<file path="config.mk">
export PLATFORM = sky130hd
export DESIGN_NAME = lf_motor_controller
export DESIGN_NICKNAME = d
export VERILOG_FILES = /design/src/rtl/lf_motor_controller.sv
export SDC_FILE = /design/constraint.sdc
export NUM_CORES = 1
export LEC_CHECK = 0
export CORE_MARGIN = 3
export CORE_UTILIZATION = 59
export CTS_BUF_LIST = sky130_fd_sc_hd__clkbuf_4
export CTS_CLUSTER_SIZE = 30
export DETAILED_ROUTE_END_ITERATION = 16
export PLACE_DENSITY = 0.87
export SYNTH_ARGS = -nofsm -noshare
export SYNTH_HDL_FRONTEND = slang
export SYNTH_SLANG_ARGS = --single-unit
</file>
<file path="constraint.sdc">
create_clock -name clk -period 9.82 [get_ports clk]
set_clock_uncertainty 0.15 [all_clocks]
set_input_delay 1.473 -clock clk [delete_from_list [all_inputs] [get_ports clk]]
set_output_delay 1.473 -clock clk [all_outputs]
set_load 0.01 [all_outputs]
</file>
<file path="src/rtl/lf_motor_controller.sv">
// Line-following motor controller: frame-driven steering FSM feeding a shadow-loaded 8-bit PWM.
// Optional build macro LF_STOP_DEBOUNCE_EN requires two consecutive stop events to halt.
module lf_motor_controller #(
    parameter int unsigned H_CENTRE    = 160,
    parameter int unsigned BASE_DUTY   = 160,
    parameter int unsigned KP_SHIFT    = 1,
    parameter int unsigned SEARCH_DUTY = 128,
    parameter int unsigned LOST_FRAMES = 4
) (
    input  logic       clk,
    input  logic       reset_n,
    input  logic       run_enable,
    input  logic       frame_done,
    input  logic [9:0] h_centroid,
    input  logic       stop_detect,
    output logic       pwm_left,
    output logic       pwm_right,
    output logic [7:0] duty_left,
    output logic [7:0] duty_right,
    output logic [1:0] state,
    output logic       line_lost
);

    typedef enum logic [1:0] {
        IDLE   = 2'd0,
        FOLLOW = 2'd1,
        SEARCH = 2'd2,
        STOP   = 2'd3
    } state_e;

    localparam int                 LW         = $clog2(LOST_FRAMES + 1);
    localparam logic [LW-1:0]      LOST_LAST  = LW'(LOST_FRAMES - 1);
    localparam logic signed [10:0] H_CENTRE_S = 11'(H_CENTRE);
    localparam logic signed [12:0] BASE_S     = 13'(BASE_DUTY);
    localparam logic [7:0]         SEARCH_D   = 8'(SEARCH_DUTY);

    state_e            state_q, state_d;
    logic              frame_done_q, frame_done_d;
    logic [7:0]        cnt_q, cnt_d;
    logic [7:0]        duty_left_q, duty_left_d;
    logic [7:0]        duty_right_q, duty_right_d;
    logic [7:0]        tgt_left_q, tgt_left_d;
    logic [7:0]        tgt_right_q, tgt_right_d;
    logic [LW-1:0]     lost_q, lost_d;
    logic              last_dir_q, last_dir_d;

    logic              frame_event;
    logic              accept;
    logic              centroid_nz;
    logic              stop_hit;
    logic              lost_hit;
    logic signed [10:0] error;
    logic signed [12:0] error_x;
    logic signed [12:0] corr;
    logic signed [12:0] sum_left;
    logic signed [12:0] diff_right;
    logic [7:0]        calc_left;
    logic [7:0]        calc_right;

    function automatic logic [7:0] sat8(input logic signed [12:0] v);
        if (v[12]) return 8'd0;
        if (v > 13'sd255) return 8'd255;
        return v[7:0];
    endfunction

    // Events only count while actively driving; a falling run_enable swallows a coincident event.
    always_comb begin
        frame_done_d = frame_done;
        frame_event  = frame_done && !frame_done_q;
        accept       = frame_event && run_enable && (state_q == FOLLOW || state_q == SEARCH);
        centroid_nz  = (h_centroid != 10'd0);
        lost_hit     = accept && !centroid_nz && (state_q == FOLLOW) && (lost_q >= LOST_LAST);
    end

`ifdef LF_STOP_DEBOUNCE_EN
    logic stop_cnt_q, stop_cnt_d;

    assign stop_hit = accept && stop_detect && stop_cnt_q;

    always_comb begin
        stop_cnt_d = stop_cnt_q;
        if (state_d != FOLLOW && state_d != SEARCH) begin
            stop_cnt_d = 1'b0;
        end else if (accept) begin
            stop_cnt_d = stop_detect;
        end
    end

    always_ff @(posedge clk) begin
        if (!reset_n) begin
            stop_cnt_q <= 1'b0;
        end else begin
            stop_cnt_q <= stop_cnt_d;
        end
    end
`else
    assign stop_hit = accept && stop_detect;
`endif

    always_comb begin
        error      = $signed({1'b0, h_centroid}) - H_CENTRE_S;
        error_x    = {{2{error[10]}}, error};
        corr       = error_x >>> KP_SHIFT;
        sum_left   = BASE_S + corr;
        diff_right = BASE_S - corr;
        calc_left  = sat8(sum_left);
        calc_right = sat8(diff_right);
    end

    // NOTE: every combinational output is given a default before any branch so no latch is inferred.
    always_comb begin
        state_d = state_q;
        if (!run_enable) begin
            state_d = IDLE;
        end else begin
            case (state_q)
                IDLE:    state_d = FOLLOW;
                FOLLOW: begin
                    if (stop_hit)      state_d = STOP;
                    else if (lost_hit) state_d = SEARCH;
                end
                SEARCH: begin
                    if (stop_hit)                    state_d = STOP;
                    else if (accept && centroid_nz)  state_d = FOLLOW;
                end
                STOP:    state_d = STOP;
                default: state_d = IDLE;
            endcase
        end
    end

    always_comb begin
        cnt_d        = cnt_q + 8'd1;
        lost_d       = lost_q;
        last_dir_d   = last_dir_q;
        tgt_left_d   = tgt_left_q;
        tgt_right_d  = tgt_right_q;
        duty_left_d  = duty_left_q;
        duty_right_d = duty_right_q;

        if (accept && centroid_nz) begin
            last_dir_d = !error[10] && (error != 11'sd0);
        end

        if (state_d != state_q || (accept && centroid_nz)) begin
            lost_d = '0;
        end else if (accept && state_q == FOLLOW) begin
            lost_d = lost_q + LW'(1);
        end

        case (state_d)
            FOLLOW: begin
                if (accept && centroid_nz) begin
                    tgt_left_d  = calc_left;
                    tgt_right_d = calc_right;
                end
            end
            SEARCH: begin
                tgt_left_d  = last_dir_d ? SEARCH_D : 8'd0;
                tgt_right_d = last_dir_d ? 8'd0 : SEARCH_D;
            end
            default: begin
                tgt_left_d  = 8'd0;
                tgt_right_d = 8'd0;
            end
        endcase

        // Halting drops the drive immediately; otherwise duties change only at the period wrap.
        if (state_d == IDLE || state_d == STOP) begin
            duty_left_d  = 8'd0;
            duty_right_d = 8'd0;
        end else if (cnt_q == 8'hFF) begin
            duty_left_d  = tgt_left_q;
            duty_right_d = tgt_right_q;
        end
    end

    // NOTE: sequential state uses non-blocking assignments only, so every flop samples pre-edge values.
    always_ff @(posedge clk) begin
        if (!reset_n) begin
            state_q      <= IDLE;
            // NOTE: frame_done history resets high so a level already asserted through reset is not an edge.
            frame_done_q <= 1'b1;
            cnt_q        <= 8'd0;
            duty_left_q  <= 8'd0;
            duty_right_q <= 8'd0;
            tgt_left_q   <= 8'd0;
            tgt_right_q  <= 8'd0;
            lost_q       <= '0;
            last_dir_q   <= 1'b0;
        end else begin
            state_q      <= state_d;
            frame_done_q <= frame_done_d;
            cnt_q        <= cnt_d;
            duty_left_q  <= duty_left_d;
            duty_right_q <= duty_right_d;
            tgt_left_q   <= tgt_left_d;
            tgt_right_q  <= tgt_right_d;
            lost_q       <= lost_d;
            last_dir_q   <= last_dir_d;
        end
    end

    assign pwm_left   = (cnt_q < duty_left_q);
    assign pwm_right  = (cnt_q < duty_right_q);
    assign duty_left  = duty_left_q;
    assign duty_right = duty_right_q;
    assign state      = state_q;
    assign line_lost  = (state_q == SEARCH);

endmodule
</file>
Word level (Yosys, flattened, before mapping):

Cells that the tools add are included.

* add/sub/neg operators: 5
* order comparisons: 5
* eq/ne operators: 9
* mux-type cells: 27
* bitwise logic cells: 1
* reductions and logical operators: 22

Operators with widths (count)
* $mux 8: 12
* $pmux 8 s2: 2
* $gt 11x9->1 const B: 2
* $lt 8x8->1: 2
* $add 9x10->11 const A: 1
* $reduce_bool 11->1: 1
* $sub 10x8->11 const B: 1
* $sub 9x10->11 const A: 1
* $logic_and 1x1->1: 10
* $mux 2: 5
* $reduce_bool 10->1: 1
* $add 8x1->8 const B: 1
* $eq 2x2->1 const B: 4
* $eq 8x8->1 const B: 1
* $pmux 2 s4: 1
* $mux 1: 7
* $eq 2x1->1 const B: 2
* $logic_not 2->1: 2
* $reduce_or 2->1: 2
* $add 3x1->3 const B: 1
* $ge 3x2->1 const B: 1
* $logic_not 1->1: 3
* $logic_or 1x1->1: 3
* $ne 2x2->1: 1
* 2 further kinds: 2

* register bits after elaboration: 47
* bits of input ports: 15
* output and inout bits: 21

Depth between registers and ports, before layout:

Gate-level depths: netlist (run 1).

* word-level depth: 14
* gate-level depth with buffers: 13
* depth with buffers taken out: 13

Worst setup path after synthesis (run 1):

OpenSTA, ideal clock, no wires.

* path kind: input-to-reg
* start point: input port h_centroid[4]
* end point: register tgt_right_q[0]
* library setup time: 0.060 ns
* data arrival time: 3.606 ns
* required time: 9.610 ns
* setup slack: 6.004 ns
* stages on the path: 10
* buffers on the path: 0
* cells stage by stage: nor4_4 -> and3_2 -> o31ai_1 -> a21o_2 -> a21oi_1 -> ha_1 -> nor3_1 -> o21ai_0 -> a31oi_2 -> a221o_1

* cells in the longest elaborated chain, start to end: 11
* elaborated cells between the ends (all ways): 26
* those cells by class: 2 x add/sub; 1 x order compare; 3 x eq/ne; 14 x mux; 6 x reduce/logical

Ends and longest elaborated chain
* start: declaration: line 14 `input logic [9:0] h_centroid,`
* $reduce_bool 10->1 *: line 71 `centroid_nz = (h_centroid != 10'd0);`
* $logic_not 1->1: line 72 `lost_hit = accept && !centroid_nz && (state_q == FOLLOW) && (lost_q >= LOST_LAST);`
* $logic_and 1x1->1 (3 in series): line 72
* $mux 2: line 120 `else if (lost_hit) state_d = SEARCH;`
* $mux 2: line 119 `if (stop_hit) state_d = STOP;`
* $pmux 2 s4 *: line 116 `case (state_q)`
* $mux 2 *: line 113 `if (!run_enable) begin`
* named net state_d[1]: line 37 `state_e state_q, state_d;`
* $eq 2x2->1 / $eq 2x1->1 (equally long branches): line 151 `case (state_d)`
* $pmux 8 s2 / $ne 2x2->1 (equally long branches)
* end signal: assignment: line 198 `tgt_right_q <= tgt_right_d;`
* end: declaration: line 43 `logic [7:0] tgt_right_q, tgt_right_d;`

Mark *: on every way through the listed nets, which the timed path passes. The rest lies on a longest branch. The select of a mux whose other input is x is not followed.
A chain may end at the register's enable or synchronous reset.

Worst setup path after layout (run 1):

* start point: input port h_centroid[4]
* end point: register tgt_right_q[4]

The elaborated chain is that of the path after synthesis.

==> impl_metrics.json, run 1 <==
{
  "status": "completed",
  "tightest_slew_ns": 0.963,
  "numPortBuffers": 35,
  "p_switching_uw": 98.5,
  "grt_pass1_wl_um": 11400,
  "gr-total-overflow": 0,
  "cts_root_buf": "clkbuf_4",
  "whs_ns": 0.316,
  "required_ns": 9.99,
  "htree_levels": 2,
  "post-route-period-util_pct": 46.3,
  "syn_avg_cell_area_um2": 8.13,
  "r2r_cells": 11,
  "initial_utilization_pct": 63.8,
  "max_slew_margin_pct": 35.6,
  "placed_area_um2": 3300,
  "die-area_um2": 5780,
  "dr_total_vias": 2606,
  "vias_per_cell": 5.73,
  "post-place-ws_ns": 4.95,
  "die_h_um": 76.0,
  "synthesis.instances": 356,
  "grtUsageTotal_pct": 23.7,
  "intPower_uw": 245,
  "antennaDiodeCount": 0,
  "pwr-share-seq_pct": 56.7,
  "synth_edf_count": 0,
  "cts_made_buffers": 5,
  "critPathLaunchType": "primary input",
  "hold_depth": 2,
  "synth_warnings": 0,
  "finalCriticalPeriod_ns": 4.54,
  "antenna_found_initial": 0,
  "final-setup-viol-count": 0,
  "core_area_um2": 4530,
  "worstSetupEndpointType": "flip-flop",
  "cts_resized": 0,
  "vdd_ir_drop_max_v": 0.0000620,
  "fillers": 355,
  "async_flop_share_pct": 0,
  "grt_pass1_vias": 2449,
  "synth_fp_nets": 404,
  "dieWidth_um": 76.0,
  "nets": 438,
  "drive_above_1_share_pct": 4.62,
  "cts_hold_buffers": 0,
  "clk_path_buf_depth": 2,
  "swShare_pct": 28.7,
  "final_util_pct": 73.7,
  "ys_seq_area_share_pct": 32.5,
  "ant_nets": 0,
  "cap_violations": 0,
  "rrSetupSlack_ns": 6.12,
  "synth_cell_type_count": 59,
  "cp.arrival_ns": 4.71,
  "ys_ff_latch": 47,
  "worstSetupPathType": "primary input to flip-flop",
  "wl_per_cell_um": 14.0,
  "path_max_fanout": 6,
  "drtIter0Drc": 176,
  "power_frac_clock_pct": 25.2,
  "p_comb_share_pct": 18.1,
  "syn-cell-area_um2": 2890,
  "fp-row-count": 24,
  "power_density_nw_per_um2": 103,
  "pin_count": 36,
  "grt_max_degree": 17,
  "setup_tns_ns": 0,
  "cts_sinks": 47,
  "worst_slack_ns": 5.28,
  "cts_tree": "yes",
  "rsz0062_at_grt": "no",
  "p_leak_nw": 1.24,
  "routed_wl_um": 6390,
  "areaGrowthSynthToFinish_pct": 15.5,
  "first_pass_iters": 5,
  "clkSlewWorstSetupHoldPaths_ns": 0.13,
  "postCtsSetupBuffers": 0,
  "slew_violations": 0,
  "hp-class": "flip-flop to flip-flop",
  "hold_viol": 0,
  "place.gp.congestion": 0.900,
  "max_freq_mhz": 220,
  "insertion_delay_ns": 0.37,
  "ys.flop_type": "dfxtp_1",
  "drc": 0,
  "dpl.hpwl_um": 5010,
  "final_cell_area_um2": 3340
}
==> cell families after synthesis <==
logic type	share of synthesized area [%]
AOI/OAI and AO/OA	20.2
buffers and inverters	4.80
DFF	32.5
xor gates and xnor gates	4.24
muxes	0.692
and+or+nand+nor	23.3
adders and majority gates	14.3
==> worst max-delay path, cell delays in order <==
cell             delay [ns]
clkdlybuf4s50_1        0.53
nor4_4                 0.47
and3_2                 0.27
o31ai_1                0.08
a21o_2                 0.24
a21oi_1                0.26
ha_1                   0.32
nor3_1                 0.36
o21ai_0                0.19
a31oi_2                0.34
a221o_1                0.17
==> layer usage <==
layer  vias to the layer above  share of wire (%)  track usage [%]
met2                        77                 46             37.4
met4                         0                1.6             8.88
met3                        10                4.9             4.02
met1                      1197                 48             32.6
met5                         -                  0                0
li1                       1322                  -                -
==> final cells by class <==
type                       instances  area (um2)  share of cell area (%)
clock buffer                       5        37.5                    1.12
clock inverter                     2        8.76                   0.262
inverter                          29         109                    3.26
multi-input combinational        272        1810                    54.3
sequential                        47         941                    28.2
tap                               65        81.3                    2.43
timing repair buffer              35         350                    10.5
==> worst paths after layout <==
check | from | to
max | h_centroid[4] | tgt_right_q[4]$_SDFFE_PN0P_
min | tgt_left_q[3]$_SDFFE_PN0P_ | duty_left[3]$_SDFFE_PP0N_
max reg2reg | state[1]$_SDFF_PN0_ | tgt_right_q[4]$_SDFFE_PN0P_
min reg2reg | tgt_left_q[3]$_SDFFE_PN0P_ | duty_left[3]$_SDFFE_PP0N_
==> synth_stat cells, types with 2 or more instances <==
cell type,n,area [um2]
ha_1,33,413
and3_1,3,18.8
a211oi_1,2,15.0
a21boi_0,4,30.0
a221o_1,6,60.1
nor3_1,6,30.0
a211o_1,2,17.5
a21oi_1,29,145
nand3_1,9,45.0
nor4_1,2,12.5
inv_1,29,109
xnor2_1,9,78.8
clkbuf_1,7,26.3
dfxtp_1,47,941
a21o_1,4,30.0
nor2b_1,4,25.0
o22ai_1,2,12.5
nand2b_1,6,37.5
xor2_1,5,43.8
o21ai_0,20,100
a32oi_1,2,17.5
mux2i_1,2,20.0
nand4_1,5,31.3
or3_1,2,12.5
and2_1,9,56.3
nand2_1,50,188
nor2_1,25,93.8
==> power by group through the flow <==
stage               clock network [mW]  registers, mW  logic [mW]
global route                    0.0946          0.195      0.0705
finish                          0.0865          0.195      0.0622
CTS                             0.0873          0.194      0.0617
global placement                     0          0.199      0.0597
detailed placement                   0          0.199      0.0615
floorplan                            0          0.198      0.0401
==> sequential cells by signal, indices dropped and copies added (netlist names) <==
register / cells
duty_right: 8
last_dir_q: 1
frame_done_q: 1
lost_q: 3
state: 2
tgt_left_q: 8
cnt_q: 8
tgt_right_q: 8
duty_left: 8
==> per-stage QoR <==
| step | instances | total power, mW |
|---|---|---|
| after CTS | 455 | 0.343 |
| after global placement | 448 | 0.258 |
| after detailed placement | 448 | 0.260 |
| final | 455 | 0.343 |
| after global routing | 455 | 0.360 |
| after floorplan | 356 | 0.238 |
==> layout by cell type, fill, tap and decap left out, types with 6 or more instances in the layout <==
cell and n:
a21oi_1 29, a221o_1 6, and2_1 9, clkdlybuf4s50_1 35, dfxtp_1 47, ha_1 33
inv_1 29, nand2_1 50, nand2b_1 6, nand3_1 9, nor2_1 25, nor3_1 6
o21ai_0 20, xnor2_1 9
Note: power is estimated with default switching activity, not from simulation.
==> inputs of run 2 (changes only) <==
Settings changed: CORE_UTILIZATION 59 to 58, PLACE_DENSITY 0.87 to 0.86.
Clock period 9.82 ns to 4.3 ns, I/O delays scaled along.
==> run 2 against run 1 <==
Sequential power grew 130%. Setup slack lost 4.6 ns. Die area grew 1.6%. Highest routed layer unchanged. Non-clock buffer count grew 1.
==> impl_metrics.json, run 2 (synthesis results as in run 1) <==
{
  "status": "completed",
  "final_cell_area_um2": 3370,
  "grt_pass1_wl_um": 10400,
  "drive_above_1_share_pct": 5.36,
  "worstPathCellList": "inv_1, ha_1, nand4b_1, nor2_1, a21oi_1, a21oi_1, ha_1, nor3_1, o21ai_0, a31oi_2, a221o_1",
  "critPathLaunchType": "flip-flop",
  "dieWidth_um": 76.6,
  "slew_violations": 0,
  "required_ns": 4.48,
  "post-route-period-util_pct": 83.3,
  "insertion_delay_ns": 0.37,
  "cp-endpoint": "tgt_right_q[0]$_SDFFE_PN0P_",
  "vdd_ir_drop_max_v": 0.000137,
  "cts_resized": 0,
  "dp_cells": 451,
  "p_comb_share_pct": 17.6,
  "grt_max_degree": 18,
  "slowest_delay_ns": 0.51,
  "power_density_nw_per_um2": 242,
  "reg2reg_to": "tgt_right_q[0]$_SDFFE_PN0P_",
  "fp-row-count": 25,
  "worstSetupPathType": "flip-flop to flip-flop",
  "hold_viol": 0,
  "max_freq_mhz": 279,
  "max_slew_margin_pct": 39.8,
  "p_leak_nw": 1.25,
  "gr-total-overflow": 0,
  "swShare_pct": 29.7,
  "routed_wl_um": 5980,
  "cp-startpoint": "state[1]$_SDFF_PN0_",
  "htree_levels": 2,
  "cts_tree": "yes",
  "tightest_slew_ns": 0.899,
  "finalCriticalPeriod_ns": 3.58,
  "final-setup-viol-count": 0,
  "path_max_fanout": 7,
  "finalPower_uw": 815,
  "grtUsageTotal_pct": 21.0,
  "final_common_cell": "nand2_1",
  "hp-class": "flip-flop to flip-flop",
  "final_cells": 459,
  "critPathSlowestCell": "dfxtp_1",
  "drc": 0,
  "cts_made_buffers": 5,
  "core_area_um2": 4790,
  "rrSetupSlack_ns": 0.72,
  "vias_per_cell": 5.68,
  "dr_total_vias": 2606,
  "cts_sinks": 47,
  "r2r_start": "state[1]$_SDFF_PN0_",
  "areaGrowthSynthToFinish_pct": 16.5,
  "dpl.hpwl_um": 4710,
  "ant_nets": 0,
  "initial_utilization_pct": 60.5,
  "cp.arrival_ns": 3.76,
  "p_switching_uw": 242,
  "postCtsSetupBuffers": 0,
  "cts_hold_buffers": 0,
  "final_cell_mix": "nand2_1, dfxtp_1, clkdlybuf4s50_1",
  "fillers": 396,
  "clk_path_buf_depth": 2,
  "power_frac_clock_pct": 27.8,
  "nets": 439,
  "antenna_found_initial": 0,
  "die-area_um2": 5870,
  "first_pass_iters": 4,
  "rsz0062_at_grt": "no",
  "antennaDiodeCount": 0,
  "drtIter0Drc": 131,
  "clkSlewWorstSetupHoldPaths_ns": 0.15,
  "r2r_cells": 11,
  "place.gp.congestion": 0.956,
  "cap_violations": 0,
  "intPower_uw": 573,
  "wl_per_cell_um": 13.0,
  "pwr-share-seq_pct": 54.5,
  "multi_input_area_um2": 1810,
  "die_h_um": 76.6,
  "numPortBuffers": 35,
  "worstSetupEndpointType": "flip-flop",
  "cts_root_buf": "clkbuf_4",
  "placed_area_um2": 3310,
  "final_util_pct": 70.4,
  "setup_tns_ns": 0,
  "seqCellArea_um2": 941,
  "pin_count": 36,
  "grt_pass1_vias": 2412
}
run 2: changes by cell type in the layout (fill, tap and decap cells not counted):
cell        delta
buf_4          +1
clkinv_1       -1
clkinv_2       -1
clkinvlp_4     +1
inv_6          +1
inv_8          +1
run 2: power by group through the flow:
stage | Combinational (mW) | Clock, mW | Sequential, mW
global placement | 0.139 | 0 | 0.453
floorplan | 0.0916 | 0 | 0.452
detailed placement | 0.142 | 0 | 0.454
global route | 0.160 | 0.252 | 0.445
finish | 0.144 | 0.227 | 0.444
CTS | 0.142 | 0.232 | 0.445
run 2: area by class of cell:
class	count	share of cell area, %
inverter	29	3.23
tap	67	2.49
clock inverter	3	0.817
clock buffer	5	1.11
timing repair buffer	36	10.6
sequential	47	27.9
multi-input combinational	272	53.8
run 2: worst min path at each step:
stage                                     start                          to  slack [ns]  cells after the start
finish               tgt_left_q[5]$_SDFFE_PN0P_  tgt_left_q[5]$_SDFFE_PN0P_        0.32                      2
CTS                  tgt_left_q[5]$_SDFFE_PN0P_  tgt_left_q[5]$_SDFFE_PN0P_        0.31                      2
global route        tgt_right_q[1]$_SDFFE_PN0P_  duty_right[1]$_SDFFE_PP0N_        0.33                      2
detailed placement   tgt_left_q[5]$_SDFFE_PN0P_  tgt_left_q[5]$_SDFFE_PN0P_        0.29                      2
global placement     tgt_left_q[4]$_SDFFE_PN0P_  tgt_left_q[4]$_SDFFE_PN0P_        0.29                      2
floorplan            tgt_left_q[0]$_SDFFE_PN0P_  tgt_left_q[0]$_SDFFE_PN0P_        0.27                      2
run 2: worst max-delay path: cells and delay by family (launching register included):
kind                       cells  cell delay [ns]
buffers and inverters          1             0.14
and+or+nand+nor                3             1.04
adders and majority gates      2             0.61
AOI/OAI and AO/OA              5             1.11
DFF                            1             0.51
run 2: stage by stage:
step	setup slack [ns]	hold slack [ns]
2_1_floorplan	1.19	0.275
3_3_place_gp	0.516	0.291
3_5_place_dp	0.363	0.294
4_1_cts	0.776	0.314
5_1_grt	0.369	0.334
6_report	0.719	0.317
run 2: per-layer routing:
metal / wire length [um] / GRT usage, % / vias to the layer above
met5: 0 / 0 / -
met4: 67 / 6.16 / 0
met3: 321 / 4.14 / 6
met2: 2790 / 36.6 / 82
met1: 2810 / 26.3 / 1198
li1: - / - / 1320
